[src/rtl/bus_arbiter_2.sv]
// -----------------------------------------------------------------------------
// bus_arbiter_2
//
// Two-master round-robin arbiter in front of a single host bus port. Master 0
// is normally the CPU core and master 1 a DMA/blitter. One master owns the bus
// for exactly one transaction: its request is forwarded downstream, the device
// response is routed back to it, and a watchdog aborts transactions the device
// never completes.
//
// Parameters
//   TIMEOUT_CYCLES  BUSY cycles without dev_ready before abort (0 = no watchdog)
//   ERR_DATA        read data returned to the owner on an aborted transaction
//
// Ports
//   clk, rst                  bus clock, asynchronous active-high reset
//   m0_addr/wdata/wmask       master 0 request fields, held until m0_ready
//   m0_wen, m0_ren            master 0 write / read request
//   m0_rdata, m0_ready        master 0 response (rdata is 0 unless ready)
//   m1_*                      same set for master 1
//   dev_addr/wdata/wmask      forwarded request fields (0 while idle)
//   dev_wen, dev_ren          forwarded write / read strobes
//   dev_rdata, dev_ready      device response
//   grant                     one-hot owner {m1,m0}, 00 while idle
//   timeout_err               sticky watchdog-abort flag, cleared by rst only
// -----------------------------------------------------------------------------
module bus_arbiter_2 #(
  parameter int unsigned TIMEOUT_CYCLES = 256,
  parameter logic [31:0] ERR_DATA       = 32'hDEAD_BEEF
) (
  input  logic        clk,
  input  logic        rst,

  input  logic [31:0] m0_addr,
  input  logic [31:0] m0_wdata,
  input  logic [3:0]  m0_wmask,
  input  logic        m0_wen,
  input  logic        m0_ren,
  output logic [31:0] m0_rdata,
  output logic        m0_ready,

  input  logic [31:0] m1_addr,
  input  logic [31:0] m1_wdata,
  input  logic [3:0]  m1_wmask,
  input  logic        m1_wen,
  input  logic        m1_ren,
  output logic [31:0] m1_rdata,
  output logic        m1_ready,

  output logic [31:0] dev_addr,
  output logic [31:0] dev_wdata,
  output logic [3:0]  dev_wmask,
  output logic        dev_wen,
  output logic        dev_ren,
  input  logic [31:0] dev_rdata,
  input  logic        dev_ready,

  output logic [1:0]  grant,
  output logic        timeout_err
);

  // Watchdog width: wide enough to hold TIMEOUT_CYCLES, clamped to 8..32 bits.
  localparam int unsigned WD_RAW = $clog2(TIMEOUT_CYCLES + 1);
  localparam int unsigned WD_W   = (WD_RAW < 8) ? 8 : ((WD_RAW > 32) ? 32 : WD_RAW);
  localparam logic [WD_W-1:0] WD_LIMIT = WD_W'(TIMEOUT_CYCLES);
  localparam bit WD_EN = (TIMEOUT_CYCLES != 0);

  typedef enum logic {
    ST_IDLE = 1'b0,
    ST_BUSY = 1'b1
  } state_t;

  state_t          state;
  logic            owner;       // 0 = m0, 1 = m1; valid while BUSY
  logic            last_owner;  // owner of the most recently finished transaction
  logic [1:0]      grant_q;
  logic [WD_W-1:0] wdog;
  logic            timeout_q;

  logic        req0;
  logic        req1;
  logic        pick;
  logic        busy;
  logic        wd_expired;
  logic        abort;
  logic        done;
  logic [31:0] rsp_data;

  logic [31:0] sel_addr;
  logic [31:0] sel_wdata;
  logic [3:0]  sel_wmask;
  logic        sel_wen;
  logic        sel_ren;

  // ---------------------------------------------------------------------------
  // Arbitration decision and completion conditions
  // ---------------------------------------------------------------------------
  always_comb begin
    req0 = m0_wen | m0_ren;
    req1 = m1_wen | m1_ren;
    // Tie goes to whoever did not finish last; otherwise the sole requester.
    pick = (req0 && req1) ? ~last_owner : req1;

    busy       = (state == ST_BUSY);
    wd_expired = WD_EN && busy && (wdog >= WD_LIMIT);
    // A response arriving in the expiry cycle still counts as a real response.
    abort      = wd_expired && !dev_ready;
    done       = busy && (dev_ready || wd_expired);
    rsp_data   = abort ? ERR_DATA : dev_rdata;
  end

  // ---------------------------------------------------------------------------
  // Owner request mux
  // ---------------------------------------------------------------------------
  always_comb begin
    if (owner) begin
      sel_addr  = m1_addr;
      sel_wdata = m1_wdata;
      sel_wmask = m1_wmask;
      sel_wen   = m1_wen;
      sel_ren   = m1_ren;
    end else begin
      sel_addr  = m0_addr;
      sel_wdata = m0_wdata;
      sel_wmask = m0_wmask;
      sel_wen   = m0_wen;
      sel_ren   = m0_ren;
    end
  end

  // ---------------------------------------------------------------------------
  // Downstream request: only the owner's fields, and only while BUSY. Strobes
  // drop in the abort cycle so the device does not see a fresh access.
  // ---------------------------------------------------------------------------
  always_comb begin
    dev_addr  = busy ? sel_addr  : 32'h0;
    dev_wdata = busy ? sel_wdata : 32'h0;
    dev_wmask = busy ? sel_wmask : 4'h0;
    dev_wen   = busy && !abort && sel_wen;
    dev_ren   = busy && !abort && sel_ren;
  end

  // ---------------------------------------------------------------------------
  // Upstream response: same-cycle pass-through to the owner only
  // ---------------------------------------------------------------------------
  always_comb begin
    m0_ready = done && !owner;
    m1_ready = done &&  owner;
    m0_rdata = m0_ready ? rsp_data : 32'h0;
    m1_rdata = m1_ready ? rsp_data : 32'h0;
  end

  assign grant       = grant_q;
  assign timeout_err = timeout_q;

  // ---------------------------------------------------------------------------
  // Control FSM with owner / fairness / watchdog registers
  // ---------------------------------------------------------------------------
  always_ff @(posedge clk or posedge rst) begin
    if (rst) begin
      state      <= ST_IDLE;
      owner      <= 1'b0;
      last_owner <= 1'b1;  // m0 wins the first tie after reset
      grant_q    <= 2'b00;
      wdog       <= '0;
      timeout_q  <= 1'b0;
    end else begin
      case (state)
        ST_IDLE: begin
          if (req0 || req1) begin
            owner   <= pick;
            grant_q <= pick ? 2'b10 : 2'b01;
            wdog    <= '0;
            state   <= ST_BUSY;
          end
        end
        ST_BUSY: begin
          if (done) begin
            last_owner <= owner;
            grant_q    <= 2'b00;
            state      <= ST_IDLE;
            if (abort) begin
              timeout_q <= 1'b1;
            end
          end else if (wdog != '1) begin
            wdog <= wdog + 1'b1;
          end
        end
        default: begin
          state   <= ST_IDLE;
          grant_q <= 2'b00;
        end
      endcase
    end
  end

endmodule

[config.mk]
export PLATFORM = sky130hd
export DESIGN_NAME = bus_arbiter_2
export DESIGN_NICKNAME = d
export VERILOG_FILES = /design/src/rtl/bus_arbiter_2.sv
export SDC_FILE = /design/constraint.sdc
export NUM_CORES = 1
export LEC_CHECK = 0
export CORE_AREA = 2 2 123 125
export CTS_BUF_LIST = sky130_fd_sc_hd__clkbuf_8 sky130_fd_sc_hd__clkbuf_16
export DETAILED_ROUTE_END_ITERATION = 10
export DIE_AREA = 0 0 125 127
export PLACE_DENSITY = 0.59
export SKIP_CTS_REPAIR_TIMING = 1
export SLEW_MARGIN = 30
export SYNTH_ARGS = -nofsm -noshare
export SYNTH_HDL_FRONTEND = slang
export SYNTH_SLANG_ARGS = --single-unit
[constraint.sdc]
create_clock -name clk -period 2.5 [get_ports clk]
set_input_delay 0.5 -clock clk [delete_from_list [all_inputs] [get_ports clk]]
set_output_delay 0.5 -clock clk [all_outputs]
set_load 0.01 [all_outputs]
==> results.yml <==
status:
  status: "finished, final reports clean"
global_route:
  first_global_vias: 3699
  grt.total_usage: 0.151
  grt_max_degree: 57
  grt_overflow: 0
  antenna_found_initial: 1
  grt_pass1_wl_mm: 19.7
cts:
  cts_buffers: 3
  cts_root_buf: "clkbuf_16"
  htreeDepth: 1
  clkLatencyLatePin_ps: 250
  clk_pin_slew_ps: 50
  cts_tree: "yes"
  cts_max_path_buffers: 2
  clock-sinks: 15
synthesis:
  ys_ff_latch: 15
  synthesis.area_sq_um: 2210
  syn_area_per_cell_sq_um: 6.45
  syn_nets: 520
  ys.flop_type: "dfrtp_1"
  synth-edff-count: 0
  ys_types: 35
  yosysWarnings: 0
  async_reset_ff_frac: 1.00
  yosysSeqAreaShare: 0.170
  syn_inst: 343
routing:
  dr.pass1.iters: 4
  routed_wl_mm: 13.1
  ant_nets: 0
  drtIter0Drc: 180
  viasPerCell: 4.26
  drc: 0
  wire_per_inst_um: 15.7
  vias: 3551
pwr:
  sequentialPowerShare: 0.109
  switching_share: 0.419
  power.total_w: 0.00414
  pwr-share-comb: 0.816
  clkPwrFrac: 0.076
  intPower_w: 0.00240
  vdd_drop_max_mv: 0.384
  p_switching_w: 0.00173
  power.leakage_nw: 3.47
  power-per-cell-area_nw_per_um2: 699
floorplan:
  coreArea_sq_um: 14400
  rows: 44
  initial_core_util: 0.153
  die_h_um: 127
  dieArea_sq_um: 15900
  die_width_um: 125
  ioPinCount: 314
finish:
  nFillCells: 1436
  num-nets-final: 826
  syn2layout_area_growth_pct: 168
  stdcell_area_sq_um: 5920
  final_common_cell: "clkdlybuf4s50_1"
  drive_gt1_frac: 0.0448
  mostFrequentLayoutCells: "clkdlybuf4s50_1 (245), nor2_1 (160), mux2i_1 (72), dlymetal6s2s_1 (68), nand2_1 (15)"
critical_path:
  worstRegToRegCells: 7
  endpoint_kind: "primary output"
  cp-start-kind: "flip-flop"
  crit_required_ps: 2000
  worst_r2r_endpoint: "wdog[6]"
  r2r_setup_slack_ps: 230
  critPathKind: "flip-flop to primary output"
  r2r-start: "wdog[0]"
  cp_data_arrival_time_ps: 1890
  crit_fanout: 56
place:
  portBuffers: 313
  dp_hpwl_mm: 10.9
  place.gp.congestion: 0.872
  dpl_cell_area_sq_um: 5650
flow_run:
  maxCapViolCount: 0
sta:
  whs_ps: 472
  grt_setup_unrepaired: "no"
  period_needed_ps: 2390
  setup_violations: 0
  slew_violations: 0
  slew_headroom: 0.606
  clock.fmax_ghz: 0.419
  finalHoldViolations: 0
  worst_pin_slew_ps: 590
  fin_skew_ps: 4.75
  setup-tns-final_ps: 0
  min_period_over_period: 0.955
worst_hold_path:
  whs_path_depth: 1
  hold_path_startpoint: "wdog[7]"
  hold_end: "wdog[7]"
  hold_path.class: "flip-flop to flip-flop"
## area by class of cell
type                    count  area (sq um)  area share
well taps                 184           230      0.0389
multi-input cells         295          1710       0.289
flip-flops and latches     15           380      0.0643
diodes                      1          2.50    0.000423
clock buffers               3          75.1      0.0127
inverters                   5          18.8     0.00317
clock inverters             1          5.00    0.000846
repair buffers            329          3500       0.591
## logic make-up after synthesis
logic type                 share of synthesized area
and+or+nand+nor                                0.365
muxes                                          0.331
buffers and inverters                         0.0605
AOI/OAI and AO/OA                             0.0617
DFF                                            0.170
adders and majority gates                     0.0113
## stage by stage
| step | setup WS, ps | utilization | cells |
|---|---|---|---|
| after floorplan | 421 | - | 343 |
| after global placement | -151 | 0.392 | 827 |
| after detailed placement | -169 | 0.392 | 827 |
| after CTS | -176 | 0.397 | 831 |
| after global routing | 30.0 | 0.410 | 833 |
| final | 112 | 0.410 | 833 |
## synthesized netlist by cell type, types with 2 or more instances
library cell / count / area share
o211ai_1: 3 / 0.010
o21ai_0: 10 / 0.023
dfrtp_1: 14 / 0.16
mux2i_1: 72 / 0.33
nor3_1: 2 / 0.0045
ha_1: 2 / 0.011
buf_1: 2 / 0.0034
inv_1: 4 / 0.0068
clkbuf_1: 18 / 0.031
buf_2: 8 / 0.018
nor4_1: 2 / 0.0057
nand2b_1: 4 / 0.011
nand2_1: 15 / 0.025
nand3_1: 5 / 0.011
nor2_1: 162 / 0.27
## sequential cells by signal, summed over array words and instances (netlist names)
name	flops
busy	1
grant	2
last_owner	1
owner	1
timeout_err	1
wdog	9
## per-layer routing
metal / vias up / wire length (um) / share of wire / track usage
li1: 1746 / - / - / -
met1: 1598 / 5180 / 0.40 / 0.177
met2: 196 / 6760 / 0.52 / 0.292
met3: 11 / 977 / 0.075 / 0.0243
met4: 0 / 180 / 0.014 / 0.0275
met5: - / 0 / 0 / 0
## worst max-delay path, cell delays in order, from the launching register on
cell and delay (ps):
dfrtp_1 490, inv_2 170, buf_12 220, nor2_1 130, clkdlybuf4s50_1 610
## power groups by stage
stage / clock network, W / logic (W) / registers [W]
after CTS: 0.000320 / 0.00346 / 0.000448
after global placement: 0 / 0.00341 / 0.000446
after floorplan: 0 / 0.00169 / 0.000411
after detailed placement: 0 / 0.00345 / 0.000450
final: 0.000313 / 0.00337 / 0.000450
after global routing: 0.000329 / 0.00364 / 0.000466
## worst max-delay path by stage
stage,slack (ps),startpoint,cells past startpoint,to
3_3_place_gp,-150,dev_ready,6,m1_rdata[23]
2_1_floorplan,420,wdog[0],8,wdog[7]
3_5_place_dp,-170,dev_ready,6,m1_rdata[23]
6_report,110,busy,4,dev_addr[3]
5_1_grt,30,busy,4,dev_addr[28]
4_1_cts,-180,dev_ready,6,m1_rdata[0]
Note: power is estimated with default switching activity, not from simulation.
